### src/rtl/seg_display_arbiter_if.sv
// Bus between the hex-digit requesters and the seg_display_arbiter.
// The requester side (master) drives req/data; the arbiter (slave) drives the rest.
interface seg_display_arbiter_if;
    logic [3:0]  req;
    logic [15:0] data;
    logic [7:0]  seg;
    logic [3:0]  gnt;
    logic [3:0]  done;
    logic [1:0]  owner;
    logic        busy;

    modport master (
        output req, data,
        input  seg, gnt, done, owner, busy
    );

    modport slave (
        input  req, data,
        output seg, gnt, done, owner, busy
    );
endinterface

### src/rtl/seg_display_arbiter.sv
// Round-robin arbiter that shares one 7-segment digit among four requesters.
// Each grant shows the winner's latched hex nibble for DWELL cycles, then one
// blank cycle, then one dash cycle before the next grant can start.
//
// state | meaning
// ------+--------------------------------------------------------------
// IDLE  | dash shown, looking for the next requester in rotation order
// SHOW  | owner's latched nibble shown; dwell counter runs down to 0
// GAP   | blank digit for one cycle between grants
module seg_display_arbiter #(
    parameter int DWELL = 4
) (
    input  logic                  clk_2,
    input  logic                  reset,
    seg_display_arbiter_if.slave  bus
);
    localparam int NREQ = 4;

    localparam logic [1:0] ST_IDLE = 2'd0;
    localparam logic [1:0] ST_SHOW = 2'd1;
    localparam logic [1:0] ST_GAP  = 2'd2;

    localparam logic [7:0] DWELL_M1 = 8'(DWELL - 1);

    logic [1:0] state;
    logic [1:0] ptr;
    logic [1:0] owner;
    logic [7:0] cnt;
    logic [3:0] nib;

    logic [1:0] pick;
    logic [1:0] idx;
    logic       found;

    logic [7:0] seg_c;
    logic [3:0] gnt_c;
    logic [3:0] done_c;

    function automatic logic [6:0] hex7(input logic [3:0] n);
        case (n)
            4'h0: hex7 = 7'h3F;
            4'h1: hex7 = 7'h06;
            4'h2: hex7 = 7'h5B;
            4'h3: hex7 = 7'h4F;
            4'h4: hex7 = 7'h66;
            4'h5: hex7 = 7'h6D;
            4'h6: hex7 = 7'h7D;
            4'h7: hex7 = 7'h07;
            4'h8: hex7 = 7'h7F;
            4'h9: hex7 = 7'h6F;
            4'hA: hex7 = 7'h77;
            4'hB: hex7 = 7'h7C;
            4'hC: hex7 = 7'h39;
            4'hD: hex7 = 7'h5E;
            4'hE: hex7 = 7'h79;
            default: hex7 = 7'h71;
        endcase
    endfunction

    // First active requester searching from ptr upward, wrapping mod 4.
    always_comb begin
        pick  = ptr;
        idx   = ptr;
        found = 1'b0;
        for (int i = 0; i < NREQ; i++) begin
            idx = ptr + 2'(i);
            if (!found && bus.req[idx]) begin
                found = 1'b1;
                pick  = idx;
            end
        end
    end

    // State, rotation pointer, owner, dwell down-counter and latched nibble.
    always_ff @(posedge clk_2) begin
        if (reset) begin
            state <= ST_IDLE;
            ptr   <= 2'd0;
            owner <= 2'd0;
            cnt   <= 8'd0;
            nib   <= 4'd0;
        end else begin
            case (state)
                ST_IDLE: begin
                    if (found) begin
                        state <= ST_SHOW;
                        owner <= pick;
                        nib   <= bus.data[{pick, 2'b00} +: 4];
                        cnt   <= DWELL_M1;
                    end
                end
                ST_SHOW: begin
                    // A dropped request ends the grant early, exactly like terminal count.
                    if (!bus.req[owner] || cnt == 8'd0) begin
                        state <= ST_GAP;
                        ptr   <= owner + 2'd1;
                    end else begin
                        cnt <= cnt - 8'd1;
                    end
                end
                ST_GAP: begin
                    state <= ST_IDLE;
                end
                default: begin
                    state <= ST_IDLE;
                end
            endcase
        end
    end

    // Display, grant and completion outputs decoded from the current state.
    always_comb begin
        seg_c  = 8'h40;
        gnt_c  = 4'b0000;
        done_c = 4'b0000;
        case (state)
            ST_SHOW: begin
                seg_c = {1'b0, hex7(nib)};
                gnt_c = 4'b0001 << owner;
                // A grant cut by reset on its final cycle must not report completion.
                if (cnt == 8'd0 && bus.req[owner] && !reset) begin
                    done_c = 4'b0001 << owner;
                end
            end
            ST_GAP: begin
                seg_c = 8'h00;
            end
            default: begin
                seg_c = 8'h40;
            end
        endcase
    end

    assign bus.seg   = seg_c;
    assign bus.gnt   = gnt_c;
    assign bus.done  = done_c;
    assign bus.owner = owner;
    assign bus.busy  = (state != ST_IDLE);
endmodule

### src/flat_wrapper.sv
// flat-port wrapper written by rule: the top's interface ports become plain ports
module seg_display_arbiter_flat 
#(
    parameter int DWELL = 4
)
  (clk_2, reset, bus_req, bus_data, bus_seg, bus_gnt, bus_done, bus_owner, bus_busy);
  seg_display_arbiter_if bus_i ();
  input  logic clk_2;
  input  logic reset;
  input wire logic [$bits(bus_i.req)-1:0] bus_req;
  input wire logic [$bits(bus_i.data)-1:0] bus_data;
  output wire logic [$bits(bus_i.seg)-1:0] bus_seg;
  output wire logic [$bits(bus_i.gnt)-1:0] bus_gnt;
  output wire logic [$bits(bus_i.done)-1:0] bus_done;
  output wire logic [$bits(bus_i.owner)-1:0] bus_owner;
  output wire logic [$bits(bus_i.busy)-1:0] bus_busy;
  assign bus_i.req = bus_req;
  assign bus_i.data = bus_data;
  assign bus_seg = bus_i.seg;
  assign bus_gnt = bus_i.gnt;
  assign bus_done = bus_i.done;
  assign bus_owner = bus_i.owner;
  assign bus_busy = bus_i.busy;
  seg_display_arbiter #(.DWELL(DWELL)) u_core (.clk_2(clk_2), .reset(reset), .bus(bus_i));
endmodule
### config.mk
export PLATFORM = sky130hd
export DESIGN_NAME = seg_display_arbiter_flat
export DESIGN_NICKNAME = d
export VERILOG_FILES = /design/src/rtl/seg_display_arbiter_if.sv /design/src/rtl/seg_display_arbiter.sv /design/src/flat_wrapper.sv
export SDC_FILE = /design/constraint.sdc
export NUM_CORES = 1
export LEC_CHECK = 0
export BUFFER_PORTS_ARGS = -buffer_cell sky130_fd_sc_hd__buf_2
export CAP_MARGIN = 20
export CORE_MARGIN = 5
export CORE_UTILIZATION = 54
export CTS_CLUSTER_DIAMETER = 60
export CTS_CLUSTER_SIZE = 14
export DETAILED_ROUTE_END_ITERATION = 8
export PLACE_DENSITY = 0.88
export SETUP_SLACK_MARGIN = 0.15
export SLEW_MARGIN = 20
export SYNTH_ARGS = -nofsm -noshare
export SYNTH_HDL_FRONTEND = slang
export SYNTH_SLANG_ARGS = --single-unit
export TNS_END_PERCENT = 1
### constraint.sdc
create_clock -name clk_2 -period 4.6 [get_ports clk_2]
set_clock_uncertainty 0.15 [all_clocks]
set_input_delay 0.92 -clock clk_2 [delete_from_list [all_inputs] [get_ports clk_2]]
set_output_delay 0.92 -clock clk_2 [all_outputs]
set_load 0.01 [all_outputs]
==> metrics <==
FP Rows 21; clock sink count 25; CTS tree yes; WP data arrival 3.79 ns; xor-xnor portion of the synthesized cell area 4.61%; slack of the critical path 0.888 ns; number of synthesized flops with an enable pin 0; worst skew pair latency 0.32 ns; setup_tns 0 ns; DRC 0; Worst path slowest cell o21ai_0; critical path depth in cells 12; die area 4800 µm²; slowest stage delay, CP 0.48 ns; WHS Path Cells 2; complex-gate fraction of the synthesized area 18.2%; die span in y 69.3 µm; post-synthesis sequential area ratio 26.4%; Post-Syn Instances 227; critical-path maximum fanout 13; final setup vio count 0; Seq cells post-synth 25; Initial Util 56.4%; reg2reg start u_core.ptr[1]$_SDFFE_PP0P_; CP Capture Type register; largest net degree at the start of global routing 26; HP Start u_core.ptr[0]$_SDFFE_PP0P_; ys flop type dfxtp_1; Routed WL 4170 µm; H-tree levels 1; RSZ-0062 raised after global routing false; first-pass GRT wire length 7360 µm; Synth-to-Final Area Change 12.5%; adder-cell share of the synthesized area 7.91%; CTS buffer count 3; Final Max Slew Viols 0; Layout Nets 297; Worst Setup Start Kind input port; Area after DPL 2110 µm²; Worst Hold Class register to register; core area 3360 µm²; Simple-Gate Fraction of Synth Area 28.1%; Hold-fix buffers, CTS 0; status complete, no violations; post-synthesis mux area share 7.98%; maxcap violations 0; CP bufs+invs 2; fin area 2130 µm²; Die Width 69.3 µm; Final min period 3.71 ns; Vias per Instance 5.70; Leak 0.982 nW; Post CTS Setup Buffer Count 0; critical path class input port to register; Yosys top cell area share 26.4%; Tightest Pin Transition 0.816 ns; gr usage total 18.0%; Power per Cell Area 354 nW/µm²; share of layout cells above drive strength 1 20.2%; Port Buf Inserts 39; crit path from bus_req[0]; grt total ovfl 0; number of global-route vias before repair 1658; post-CTS sizing 0; synth top area cells dfxtp_1 (26%), ha_1 (7.9%), and2_1 (5.3%); delay-heaviest family, CP compound AO/OA/AOI/OAI gates; Final ANT Viol Nets 0; DR vias 1757; Post-synth ARST share 0%; Final HPWL DP 3260 µm; fmax 269 MHz; Antenna Cells 0; Final Hold Fails 0; pre-CTS setup slack 0.610 ns; clk root buf clkbuf_4; drt initial violations 103; antenna violations before repair 0; maximum VDD drop 0.000188 V; Ports 41; cell depth of the worst flop-to-flop path 11; WL/cell 13.5 µm; Post-Syn Area per Cell 8.36 µm²; post-synth top area cell dfxtp_1; Worst EP required 4.67 ns; Relative slew margins 45.5%; combinational family with the most area after synthesis simple AND/OR/NAND/NOR gates; maximum buffer depth of the clock tree 2; post-synth cell types 58; Mapped Area 1900 µm²; Syn Nets 261; fin crit share 80.7%; Reg clk slew, reported paths 0.14 ns; GPL Wtd Cong 0.914; cell breakdown of the critical path buf_2 -> nor2b_1 -> o21ai_0 -> and3_4 -> a211oi_1 -> o31a_1 -> nor2_1 -> inv_1 -> ha_1 -> a22o_1 -> a221o_1 -> o22a_1; YS warnings 0; DRT Pass-1 Iters 4
cells in the mapped netlist (all sizes together) (2+ instances only):
master / number
a31oi: 5
o211ai: 6
a21o: 3
xnor2: 5
and2: 16
ha: 12
buf: 4
a211oi: 2
nand2: 13
clkbuf: 5
o21ai: 7
mux2i: 8
a21oi: 4
nand4: 4
or2: 2
o31ai: 2
or4: 2
nand3: 5
nor2b: 6
nor2: 19
nor4: 6
dfxtp: 25
and3: 6
inv: 20
xor2: 5
nor3: 10
mux4: 3
nand2b: 2
o32a: 2
layout by cell type (no fill, tap or decap), drive strengths merged, types with 3 or more instances in the layout:
cell | synthesis | final
buf | 4 | 40
dfxtp | 25 | 25
inv | 20 | 20
nor2 | 19 | 19
and2 | 16 | 16
nand2 | 13 | 13
ha | 12 | 12
nor3 | 10 | 10
mux2i | 8 | 8
o21ai | 7 | 7
nor2b | 6 | 6
o211ai | 6 | 6
nor4 | 6 | 6
and3 | 6 | 6
xor2 | 5 | 5
xnor2 | 5 | 5
nand3 | 5 | 5
a31oi | 5 | 5
nand4 | 4 | 4
a21oi | 4 | 4
clkbuf | 5 | 4
a21o | 3 | 3
mux4 | 3 | 3
power breakdown:
group / leakage [nW] / switching, W / internal (W)
logic: 0.761 / 0.000209 / 0.000161
clock network: 0.0150 / 0.0000647 / 0.0000340
registers: 0.206 / 0.0000270 / 0.000261
total: 0.982 / 0.000301 / 0.000456
area by class of cell:
type	count	area, µm²
Sequential cell	25	500
Clock buffer	4	26.3
Tap cell	46	57.6
Inverter	20	75.1
Timing Repair Buffer	40	203
Fill cell	307	1230
Multi-Input combinational cell	173	1270
kinds of logic (layout without fill, tap and decap cells):
kind of cell             Yosys count  after routing
buffers and inverters             29             64
AND/OR/NAND/NOR                   95             95
multiplexers                      11             11
XOR/XNOR                          10             10
AO/OA/AOI/OAI                     44             44
flip-flops                        25             25
adder cells (fa/ha/maj)           12             12
other                              1              1
worst reg2reg max path: stages (launching register included):
cell      delay, ns
dfxtp_1        0.48
nor2b_1        0.08
o21ai_0        0.48
and3_4         0.41
a211oi_1       0.08
o31a_1         0.31
nor2_1         0.26
inv_1          0.15
ha_1           0.22
a22o_1         0.22
a221o_1        0.26
o22a_1         0.20
through the flow:
step	hold WS [ns]	total power, W	utilization [%]	instances
finish	0.362	0.000757	63.5	308
global route	0.404	0.000827	63.5	308
floorplan	0.309	0.000570	-	227
global placement	0.338	0.000652	62.7	304
detailed placement	0.342	0.000660	62.7	304
CTS	0.360	0.000758	63.5	308
per-layer routing:
layer  global-route usage (%)  share of wire [%]  up-vias
met1                     23.6                 45      810
met4                     6.94                1.6        0
met2                     28.3                 47       54
li1                         -                  -      884
met3                     4.20                6.2        9
met5                        0                  0        -
final timing paths:
kind                                                   end  slack, ns
worst max register to register                    register       1.20
worst min register to register  u_core.ptr[0]$_SDFFE_PP0P_       0.36
worst max-delay path                              register       0.89
worst min-delay path            u_core.ptr[0]$_SDFFE_PP0P_       0.36
Note: power is estimated with default switching activity, not from simulation.
